`config.mk`:
```
export PLATFORM = sky130hd
export DESIGN_NAME = stub_link_framer
export DESIGN_NICKNAME = d
export VERILOG_FILES = /design/src/rtl/stub_link_framer_pkg.sv /design/src/rtl/stub_link_framer_sync_fifo.sv /design/src/rtl/stub_link_framer.sv
export SDC_FILE = /design/constraint.sdc
export NUM_CORES = 1
export LEC_CHECK = 0
export CORE_MARGIN = 4
export CORE_UTILIZATION = 55
export CTS_CLUSTER_DIAMETER = 80
export DETAILED_ROUTE_END_ITERATION = 6
export GPL_ROUTABILITY_DRIVEN = 1
export PLACE_DENSITY = 0.73
export RECOVER_POWER = 100
export REMOVE_ABC_BUFFERS = 1
export SLEW_MARGIN = 20
export SYNTH_ARGS = -nofsm -noshare
export SYNTH_HDL_FRONTEND = slang
export SYNTH_SLANG_ARGS = --single-unit
```
`constraint.sdc`:
```
create_clock -name clk -period 15.2 [get_ports clk]
set_input_delay 4.56 -clock clk [delete_from_list [all_inputs] [get_ports clk]]
set_output_delay 4.56 -clock clk [all_outputs]
set_load 0.005 [all_outputs]
```
`src/rtl/stub_link_framer_pkg.sv`:
```
// Shared definitions for the stub link framer: word-type codes, field layout,
// FSM states and word builders.
package stub_link_framer_pkg;

    localparam int LINK_W   = 64;
    localparam int STUB_W   = 54;
    localparam int BX_W     = 3;
    localparam int TYPE_LSB = 62;
    localparam int BX_LSB   = 56;

    localparam logic [1:0] TYPE_HDR = 2'b10;
    localparam logic [1:0] TYPE_DAT = 2'b01;
    localparam logic [1:0] TYPE_TRL = 2'b11;

    typedef enum logic [1:0] {
        IDLE,
        HDR,
        DATA,
        TRL
    } state_t;

    function automatic logic [LINK_W-1:0] make_hdr(input logic [BX_W-1:0] bx);
        logic [LINK_W-1:0] w;
        w = '0;
        w[TYPE_LSB +: 2] = TYPE_HDR;
        w[BX_LSB +: BX_W] = bx;
        return w;
    endfunction

    function automatic logic [LINK_W-1:0] make_dat(input logic [STUB_W-1:0] stub);
        logic [LINK_W-1:0] w;
        w = '0;
        w[TYPE_LSB +: 2] = TYPE_DAT;
        w[STUB_W-1:0] = stub;
        return w;
    endfunction

endpackage

```
`src/rtl/stub_link_framer_sync_fifo.sv`:
```
// First-word-fall-through FIFO: the head word is visible on rd_data whenever
// empty is low. Flush discards the whole content in one cycle.
module stub_link_framer_sync_fifo #(
    parameter int WIDTH = 54,
    parameter int DEPTH = 16
) (
    input  logic             clk,
    input  logic             reset,
    input  logic             flush,
    input  logic             wr_en,
    input  logic [WIDTH-1:0] wr_data,
    input  logic             rd_en,
    output logic [WIDTH-1:0] rd_data,
    output logic             full,
    output logic             empty
);
    localparam int AW = $clog2(DEPTH);

    logic [WIDTH-1:0] mem [DEPTH];
    logic [AW:0]      wr_ptr_reg;
    logic [AW:0]      rd_ptr_reg;
    logic             push;
    logic             pop;

    // Pointers carry one extra wrap bit to tell full from empty.
    assign full    = (wr_ptr_reg[AW] != rd_ptr_reg[AW]) &&
                     (wr_ptr_reg[AW-1:0] == rd_ptr_reg[AW-1:0]);
    assign empty   = (wr_ptr_reg == rd_ptr_reg);
    assign push    = wr_en && !full && !flush;
    assign pop     = rd_en && !empty && !flush;
    assign rd_data = mem[rd_ptr_reg[AW-1:0]];

    always_ff @(posedge clk) begin
        if (push) begin
            mem[wr_ptr_reg[AW-1:0]] <= wr_data;
        end
    end

    always_ff @(posedge clk or negedge reset) begin
        if (!reset) begin
            wr_ptr_reg <= '0;
            rd_ptr_reg <= '0;
        end else if (flush) begin
            wr_ptr_reg <= '0;
            rd_ptr_reg <= '0;
        end else begin
            if (push) begin
                wr_ptr_reg <= wr_ptr_reg + (AW+1)'(1);
            end
            if (pop) begin
                rd_ptr_reg <= rd_ptr_reg + (AW+1)'(1);
            end
        end
    end

endmodule

```
`src/rtl/stub_link_framer.sv`:
```
// Frames the merged stub stream of each bunch crossing as header, data words
// and trailer onto a registered 64-bit valid/ready link.
module stub_link_framer
    import stub_link_framer_pkg::*;
#(
    parameter int DEPTH     = 16,
    parameter int SETUP_CYC = 3,
    parameter int CNT_W     = 10
) (
    input  logic              clk,
    input  logic              reset,
    input  logic              start_evt,
    input  logic [BX_W-1:0]   BX,
    input  logic [STUB_W-1:0] mem_dat_stream,
    input  logic              valid,
    input  logic              none,
    output logic [LINK_W-1:0] link_data,
    output logic              link_valid,
    input  logic              link_ready,
    output logic              overflow,
    output logic              busy
);
    localparam int SETUP_W = (SETUP_CYC < 1) ? 1 : $clog2(SETUP_CYC + 1);

    state_t              state_reg, state_next;
    logic [BX_W-1:0]     bx_reg, bx_next;
    logic [BX_W-1:0]     pend_bx_reg, pend_bx_next;
    logic                pend_reg, pend_next;
    logic                close_reg, close_next;
    logic [CNT_W-1:0]    count_reg, count_next;
    logic                ovf_reg, ovf_next;
    logic                trunc_reg, trunc_next;
    logic                overflow_reg, overflow_next;
    logic [SETUP_W-1:0]  setup_cnt_reg, setup_next;
    logic                link_valid_reg, link_valid_next;
    logic [LINK_W-1:0]   link_data_reg, link_data_next;

    logic [STUB_W-1:0]   fifo_rd_data;
    logic                fifo_full;
    logic                fifo_empty;
    logic                fifo_push;
    logic                fifo_pop;
    logic                fifo_flush;

    logic                slot_free;
    logic                handshake;
    logic                wr_window;
    logic                bypass;
    logic                new_evt;
    logic [BX_W-1:0]     new_bx;
    logic [CNT_W-1:0]    count_inc;
    logic [LINK_W-1:0]   trl_word;

    stub_link_framer_sync_fifo #(
        .WIDTH (STUB_W),
        .DEPTH (DEPTH)
    ) u_fifo (
        .clk     (clk),
        .reset   (reset),
        .flush   (fifo_flush),
        .wr_en   (fifo_push),
        .wr_data (mem_dat_stream),
        .rd_en   (fifo_pop),
        .rd_data (fifo_rd_data),
        .full    (fifo_full),
        .empty   (fifo_empty)
    );

    // The output register may be reloaded when empty or being consumed.
    assign slot_free = !link_valid_reg || link_ready;
    assign handshake = link_valid_reg && link_ready;
    assign wr_window = ((state_reg == HDR) || (state_reg == DATA)) && !close_reg && !start_evt;
    assign count_inc = (&count_reg) ? count_reg : count_reg + CNT_W'(1);

    always_comb begin
        trl_word = '0;
        trl_word[TYPE_LSB +: 2]   = TYPE_TRL;
        trl_word[BX_LSB +: BX_W]  = bx_reg;
        trl_word[CNT_W+1]         = trunc_reg;
        trl_word[CNT_W]           = ovf_reg;
        trl_word[CNT_W-1:0]       = count_reg;
    end

    always_comb begin
        state_next      = state_reg;
        bx_next         = bx_reg;
        pend_bx_next    = pend_bx_reg;
        pend_next       = pend_reg;
        close_next      = close_reg;
        count_next      = count_reg;
        ovf_next        = ovf_reg;
        trunc_next      = trunc_reg;
        overflow_next   = overflow_reg;
        setup_next      = (setup_cnt_reg != '0) ? setup_cnt_reg - SETUP_W'(1) : setup_cnt_reg;
        link_valid_next = link_valid_reg;
        link_data_next  = link_data_reg;
        fifo_push       = 1'b0;
        fifo_pop        = 1'b0;
        fifo_flush      = 1'b0;
        bypass          = 1'b0;
        new_evt         = 1'b0;
        new_bx          = BX;

        if (start_evt) begin
            setup_next = SETUP_W'(SETUP_CYC);
        end

        // A new event arriving before the old one closed truncates it; the
        // trailer is sent once the output register is free.
        if (start_evt && ((state_reg == HDR) || (state_reg == DATA))) begin
            trunc_next   = 1'b1;
            close_next   = 1'b1;
            pend_next    = 1'b1;
            pend_bx_next = BX;
            fifo_flush   = 1'b1;
        end

        case (state_reg)
            IDLE: begin
                if (start_evt) begin
                    new_evt = 1'b1;
                end
            end
            HDR: begin
                if (handshake) begin
                    link_valid_next = 1'b0;
                    state_next      = DATA;
                end
            end
            DATA: begin
                if (start_evt) begin
                    if (slot_free) begin
                        link_valid_next = 1'b0;
                    end
                end else if (!slot_free) begin
                    link_valid_next = link_valid_reg;
                end else if (close_reg) begin
                    link_valid_next = 1'b1;
                    link_data_next  = trl_word;
                    state_next      = TRL;
                end else if (!fifo_empty) begin
                    link_valid_next = 1'b1;
                    link_data_next  = make_dat(fifo_rd_data);
                    fifo_pop        = 1'b1;
                    count_next      = count_inc;
                end else if (valid) begin
                    // Empty FIFO: forward the incoming word straight to the link.
                    bypass          = 1'b1;
                    link_valid_next = 1'b1;
                    link_data_next  = make_dat(mem_dat_stream);
                    count_next      = count_inc;
                end else if ((setup_cnt_reg == '0) && none) begin
                    link_valid_next = 1'b1;
                    link_data_next  = trl_word;
                    state_next      = TRL;
                end else begin
                    link_valid_next = 1'b0;
                end
            end
            TRL: begin
                if (handshake) begin
                    if (pend_reg || start_evt) begin
                        new_evt = 1'b1;
                        new_bx  = start_evt ? BX : pend_bx_reg;
                    end else begin
                        link_valid_next = 1'b0;
                        state_next      = IDLE;
                    end
                end else if (start_evt) begin
                    pend_next    = 1'b1;
                    pend_bx_next = BX;
                end
            end
            default: begin
                state_next = IDLE;
            end
        endcase

        if (new_evt) begin
            bx_next         = new_bx;
            count_next      = '0;
            ovf_next        = 1'b0;
            trunc_next      = 1'b0;
            close_next      = 1'b0;
            pend_next       = 1'b0;
            link_valid_next = 1'b1;
            link_data_next  = make_hdr(new_bx);
            state_next      = HDR;
        end

        if (wr_window && valid && !bypass) begin
            if (!fifo_full) begin
                fifo_push = 1'b1;
            end else begin
                ovf_next      = 1'b1;
                overflow_next = 1'b1;
            end
        end
    end

    always_ff @(posedge clk or negedge reset) begin
        if (!reset) begin
            state_reg      <= IDLE;
            bx_reg         <= '0;
            pend_bx_reg    <= '0;
            pend_reg       <= 1'b0;
            close_reg      <= 1'b0;
            count_reg      <= '0;
            ovf_reg        <= 1'b0;
            trunc_reg      <= 1'b0;
            overflow_reg   <= 1'b0;
            setup_cnt_reg  <= '0;
            link_valid_reg <= 1'b0;
            link_data_reg  <= '0;
        end else begin
            state_reg      <= state_next;
            bx_reg         <= bx_next;
            pend_bx_reg    <= pend_bx_next;
            pend_reg       <= pend_next;
            close_reg      <= close_next;
            count_reg      <= count_next;
            ovf_reg        <= ovf_next;
            trunc_reg      <= trunc_next;
            overflow_reg   <= overflow_next;
            setup_cnt_reg  <= setup_next;
            link_valid_reg <= link_valid_next;
            link_data_reg  <= link_data_next;
        end
    end

    assign link_data  = link_data_reg;
    assign link_valid = link_valid_reg;
    assign overflow   = overflow_reg;
    assign busy       = (state_reg != IDLE);

endmodule

```
# After elaboration in Yosys (flattened, before gate mapping)

Memories as Yosys holds them, arrays and structs flattened.
Cells that the tools add are included.

Flip-flop bits (word level): 99
Memory bits (writable): 864
Bits of input ports: 63
Output and inout port bits: 67
Word-level logic and storage cells: 158
Memories kept: 1

Memory list:

| name       | depth | width | read ports | clocked after memory_dff | write ports | RTL line                         | RTL |
|---|---|---|---|---|---|---|---|
| u_fifo.mem | 16    | 54    | 1          | 0                        | 1           | stub_link_framer_sync_fifo.sv:19 | `logic [WIDTH-1:0] mem [DEPTH];` |

Add/subtract/negate cells: 4
Equal/unequal tests: 18
Mux-type cells: 83
Reductions and logical operators: 39

Operators with widths:

| operator              | count |
|---|---|
| $mux 64               | 8 |
| $mux 10               | 8 |
| $mux 1                | 40 |
| $mux 2                | 12 |
| $mux 3                | 8 |
| $mux 5                | 4 |
| $reduce_bool 2->1     | 8 |
| $ne 3x3->1 const B    | 5 |
| $logic_and 1x1->1     | 12 |
| $add 10x1->10 const B | 1 |
| $add 5x1->5 const B   | 2 |
| $reduce_and 10->1     | 1 |
| $reduce_and 5->1      | 2 |
| $reduce_and 9->1      | 1 |
| $ne 4x4->1 const B    | 2 |
| $logic_not 1->1       | 7 |
| $pmux 2 s3            | 1 |
| $eq 5x5->1            | 1 |
| $ne 5x3->1 const B    | 1 |
| $eq 2x2->1 const B    | 2 |
| $eq 4x4->1            | 1 |
| $logic_not 2->1       | 2 |
| $ne 2x1->1 const B    | 2 |
| $ne 4x3->1 const B    | 1 |
| other kinds (10)      | 12 |

# Depth between registers and ports, before layout

Word-level depth: 13
Gate-level depth with buffers: 11
Mapped depth without buffers: 8

# Cells and area by module

Synthesis repeated with hierarchy kept, for this count alone.

Cells, all modules: 2,072
Area total of the unflattened synthesis: 38,356.8 µm²

By module, submodules not included:

| module                     | times used | cells each | area an instance (µm²) | sequential area each (µm²) |
|---|---|---|---|---|
| stub_link_framer_sync_fifo | 1          | 1,652      | 34,046.4               | 26,195.1 |
| stub_link_framer           | 1          | 420        | 4,310.4                | 2,102.0 |

# Worst setup path after synthesis

OpenSTA, ideal clock, no wires.

Kind: input-to-reg
From: input link_ready
To: memory u_fifo.mem[3][0], enable pin
Library setup time: 0.533 ns
Arrival: 9.085 ns
Required time: 14.667 ns
Setup slack: 5.583 ns
Stages: 5
Path buffers: 0
Cells stage by stage: nor2b_1 -> o21ai_0 -> a21oi_2 -> nand2_1 -> nor3_1

Cells in the longest elaborated chain, start to end: 11

RTL lines:

| element                         | RTL line                         | RTL |
|---|---|---|
| from (decl)                     | stub_link_framer.sv:19           | `input logic link_ready,` |
| $logic_or 1x1->1                | stub_link_framer.sv:70           | `assign slot_free = !link_valid_reg \|\| link_ready;` |
| $mux 1                          | stub_link_framer.sv:135          | `end else if (!slot_free) begin` |
| $mux 1                          | stub_link_framer.sv:131          | `if (start_evt) begin` |
| $mux 1                          | stub_link_framer.sv:118          | `case (state_reg)` |
| $logic_not 1->1                 | stub_link_framer.sv:191          | `if (wr_window && valid && !bypass) begin` |
| $logic_and 1x1->1               | stub_link_framer.sv:191          |  |
| $mux 1                          | stub_link_framer.sv:191          |  |
| $logic_and 1x1->1 (2 in series) | stub_link_framer_sync_fifo.sv:29 | `assign push = wr_en && !full && !flush;` |
| $mux 1                          | stub_link_framer_sync_fifo.sv:34 | `if (push) begin` |
| $mux 1 (not written as such)    | stub_link_framer_sync_fifo.sv:35 | `mem[wr_ptr_reg[AW-1:0]] <= wr_data;` |
| to (decl)                       | stub_link_framer_sync_fifo.sv:19 |  |

Every way passes these cells.

# Worst setup path in the final report

From: input valid
To: memory u_fifo.mem[11][23], enable pin

Cells in the longest elaborated chain, start to end: 13
Elaborated cells between the ends (all ways): 14
Those cells by class: 9 x mux; 5 x reduce/logical

RTL lines:

| element                           | RTL line                         | RTL |
|---|---|---|
| from (decl)                       | stub_link_framer.sv:15           | `input logic valid,` |
| $mux 1                            | stub_link_framer.sv:146          | `end else if (valid) begin` |
| $mux 1                            | stub_link_framer.sv:141          | `end else if (!fifo_empty) begin` |
| $mux 1                            | stub_link_framer.sv:137          | `end else if (close_reg) begin` |
| $mux 1                            | stub_link_framer.sv:135          |  |
| $mux 1                            | stub_link_framer.sv:131          |  |
| $mux 1                            | stub_link_framer.sv:118          |  |
| $logic_not 1->1                   | stub_link_framer.sv:191          |  |
| $logic_and 1x1->1 *               | stub_link_framer.sv:191          |  |
| $mux 1 *                          | stub_link_framer.sv:191          |  |
| $logic_and 1x1->1 * (2 in series) | stub_link_framer_sync_fifo.sv:29 |  |
| $mux 1 *                          | stub_link_framer_sync_fifo.sv:34 |  |
| $mux 1 (not written as such) *    | stub_link_framer_sync_fifo.sv:35 |  |

Every way passes the cells marked *; elsewhere a longest branch is shown, timed or not.

==> results.py <==
metrics = {
    "status": {
        "outcome": "finished with violations",
        "violations": "max-capacitance violations, max-slew violations",
    },
    "timing": {
        "fmax_ghz": 0.0902,
        "period_share_pct": 72.9,
        "finalHoldViolations": 0,
        "fin_skew_ns": 0.0315,
        "period_needed_ns": 11.09,
        "slew_violations": 1135,
        "relSlewSlack_pct": -189,
        "finalSetupViolCount": 0,
        "rsz0062_at_grt": "false",
        "worst_pin_slew_ns": 4.33,
        "worst_slack_ns": 4.11,
        "fin_setup_tns_ns": 0,
    },
    "flow_run": {
        "cap_violations": 30,
    },
    "global_route": {
        "gr-total-overflow": 0,
        "busiest_layer": "met2",
        "gr-usage-met3_pct": 4.24,
        "grt_start_max_net_pins": 162,
        "met2_usage_pct": 37.5,
        "grt_pass1_vias": 19000,
        "grt_antenna_before_repair": 3,
        "grtUsageTotal_pct": 23.3,
        "grtUsageMet1_pct": 33.9,
        "grt_pass1_wl_microns": 124000,
    },
    "logic_synthesis": {
        "syn_avg_cell_area_sq_um": 21.3,
        "yosysMostFrequentCell": "edfxtp_1",
        "synth_common_cells": "edfxtp_1, mux4_2, dfrtp_1",
        "syn-cell-area_sq_um": 37400,
        "yosysTopAreaCell": "edfxtp_1",
        "synth_edf_count": 864,
        "synth_ff_type": "edfxtp_1",
        "async_flop_share_pct": 9.81,
        "yosysSeqAreaShare_pct": 75.7,
        "yosysWarnings": 0,
        "syn_inst": 1753,
        "ys_seq_elements": 958,
        "yosysTopAreaCellShare_pct": 69.4,
        "synth.distinct_cells": 58,
        "synthTopCellsByArea": "edfxtp_1, mux4_2, dfrtp_1, a221o_1, mux2i_1",
    },
    "finish": {
        "fin_util_pct": 63.6,
        "stdcell_area_sq_um": 42800,
        "largest_reg_flops": 864,
        "finalNetCount": 1987,
        "syn2layout_area_growth_pct": 14.4,
        "num_antenna_cells": 0,
        "layout-drive-gt1-share_pct": 21.5,
    },
    "critical_path": {
        "critPathCapture": "u_fifo.mem[11][23]$_DFFE_PP_",
        "end_kind": "register",
        "r2r_cells": 6,
        "r2r-end": "u_fifo.mem[11][23]$_DFFE_PP_",
        "crit_type": "in -> reg",
        "crit_fanout": 28,
        "worstReg2RegStart": "u_fifo.rd_ptr_reg[1]$_DFFE_PN0P_",
        "reg2reg_setup_slack_ns": 8.46,
        "worst_ep_required_time_ns": 15.45,
        "crit_arrival_ns": 11.33,
        "critPathLaunchType": "input pin",
        "crit_path_start": "valid",
    },
    "clocking": {
        "root_buffer": "clkbuf_16",
        "clkLatencyLatePin_ns": 0.67,
        "clock_path_buffers": 3,
        "cts_setup_buffers": 0,
        "cts.repair.resized": 0,
        "postCtsHoldBufs": 0,
        "cts_buffers": 96,
        "clk_pin_slew_ns": 0.06,
        "cts_tree": "yes",
        "h-tree-depth": 3,
        "cts_sinks": 958,
    },
    "route": {
        "vias": 18500,
        "ant_nets": 0,
        "drtIter0Drc": 1948,
        "avgRoutedWirePerCell_microns": 28.7,
        "first_pass_iters": 5,
        "wl_microns": 82300,
        "via_per_inst": 6.44,
        "drc": 0,
    },
    "floorplanning": {
        "rows": 95,
        "coreArea_sq_um": 67300,
        "die_h_microns": 269,
        "die_area_sq_um": 72200,
        "die_x_microns": 269,
        "ios": 130,
        "initial_utilization_pct": 55.6,
    },
    "placed_design": {
        "place.gp.congestion": 0.800,
        "post_dp_cell_area_sq_um": 39600,
        "dp.final_hpwl_microns": 43600,
        "portBuffers": 124,
        "place_ws_ns": 6.86,
    },
    "min_path": {
        "holdCritPathClass": "reg -> reg",
    },
    "power": {
        "totalPowerFinal_uw": 6130,
        "powerDensity_nw_per_um2": 143,
        "power.leakage_uw": 0.0139,
        "ir_worst_vdd_mv": 0.110,
    },
}
logic make-up (layout without fill, tap and decap cells):
logic type | count (synthesis) | after routing | share of synthesized area [%]
AND/OR/NAND/NOR | 193 | 193 | 2.69
buffers and inverters | 114 | 354 | 1.59
XOR/XNOR | 21 | 21 | 0.492
AO/OA/AOI/OAI | 168 | 168 | 3.29
adder cells (fa/ha/maj) | 11 | 11 | 0.368
multiplexers | 287 | 287 | 15.9
flip-flops | 958 | 958 | 75.7
other | 1 | 5 | 0.0100
worst min-delay path by stage:
stage                     depth (start not counted)                   from                     to  slack (ns)
after floorplan                                   1  bx_reg[0]$_DFFE_PN0P_  bx_reg[0]$_DFFE_PN0P_        0.45
after global placement                            1  bx_reg[2]$_DFFE_PN0P_  bx_reg[2]$_DFFE_PN0P_        0.46
after detailed placement                          1  bx_reg[2]$_DFFE_PN0P_  bx_reg[2]$_DFFE_PN0P_        0.47
after CTS                                         1  bx_reg[2]$_DFFE_PN0P_  bx_reg[2]$_DFFE_PN0P_        0.48
after global routing                              1  bx_reg[1]$_DFFE_PN0P_  bx_reg[1]$_DFFE_PN0P_        0.51
final                                             1  bx_reg[1]$_DFFE_PN0P_  bx_reg[1]$_DFFE_PN0P_        0.47
per-stage QoR:
step / hold slack (ns) / std cells
4_1_cts: 0.479 / 2870
3_5_place_dp: 0.466 / 2688
5_1_grt: 0.513 / 2870
2_1_floorplan: 0.449 / 1653
6_report: 0.475 / 2870
3_3_place_gp: 0.458 / 2687
cells in the final DEF, fill, tap and decap left out, types with 5 or more instances in the layout:
| master | instances |
|---|---|
| mux2_2 | 6 |
| a221oi_1 | 13 |
| dlygate4sd3_1 | 119 |
| nand4_1 | 5 |
| xor2_1 | 6 |
| a31oi_1 | 14 |
| a21oi_1 | 17 |
| ha_1 | 11 |
| nand2b_1 | 8 |
| nand3b_1 | 5 |
| or3_1 | 6 |
| a221o_1 | 42 |
| clkinv_1 | 9 |
| nor3_1 | 13 |
| o22ai_1 | 29 |
| mux4_2 | 240 |
| edfxtp_1 | 864 |
| a21o_1 | 6 |
| buf_4 | 8 |
| clkbuf_1 | 48 |
| conb_1 | 5 |
| mux2i_1 | 32 |
| nand3_1 | 6 |
| and3_1 | 43 |
| mux2_1 | 6 |
| clkinv_2 | 21 |
| inv_1 | 9 |
| xnor2_1 | 15 |
| clkbuf_16 | 97 |
| nand2_1 | 40 |
| nor2_4 | 8 |
| o21ai_0 | 14 |
| bufinv_16 | 8 |
| dfrtp_1 | 91 |
| nor2_1 | 32 |
| nor2b_1 | 13 |
| clkbuf_8 | 16 |
| o21ai_1 | 13 |
layout make-up:
| type | count | area (sq um) |
|---|---|---|
| Clock buffer | 133 | 2720 |
| Inverter | 10 | 38.8 |
| Tap cell | 873 | 1090 |
| Clock inverter | 49 | 554 |
| Timing Repair Buffer | 162 | 1450 |
| Sequential cell | 958 | 28300 |
| Fill cell | 4416 | 24500 |
| Multi-Input combinational cell | 685 | 8590 |
worst max-delay path, stage by stage:
cell           delay [ns]
dlygate4sd3_1        0.54
clkbuf_1             0.88
nor2b_1              0.32
nand3b_1             0.15
a21oi_1              0.61
nand2_1              0.40
nor2_1               2.36
clkbuf_1             1.48
metal layers:
metal	vias to the layer above	wire, microns
met2	844	40500
met3	147	6310
met1	9799	33500
met5	-	0
li1	7685	-
met4	0	1970
power by group:
| part | leakage [uW] | internal (uW) | switching, uW |
|---|---|---|---|
| clock network | 0.00160 | 1400 | 995 |
| registers | 0.00902 | 2960 | 72.9 |
| logic | 0.00329 | 322 | 381 |
Power figures use the tool's default switching activity.
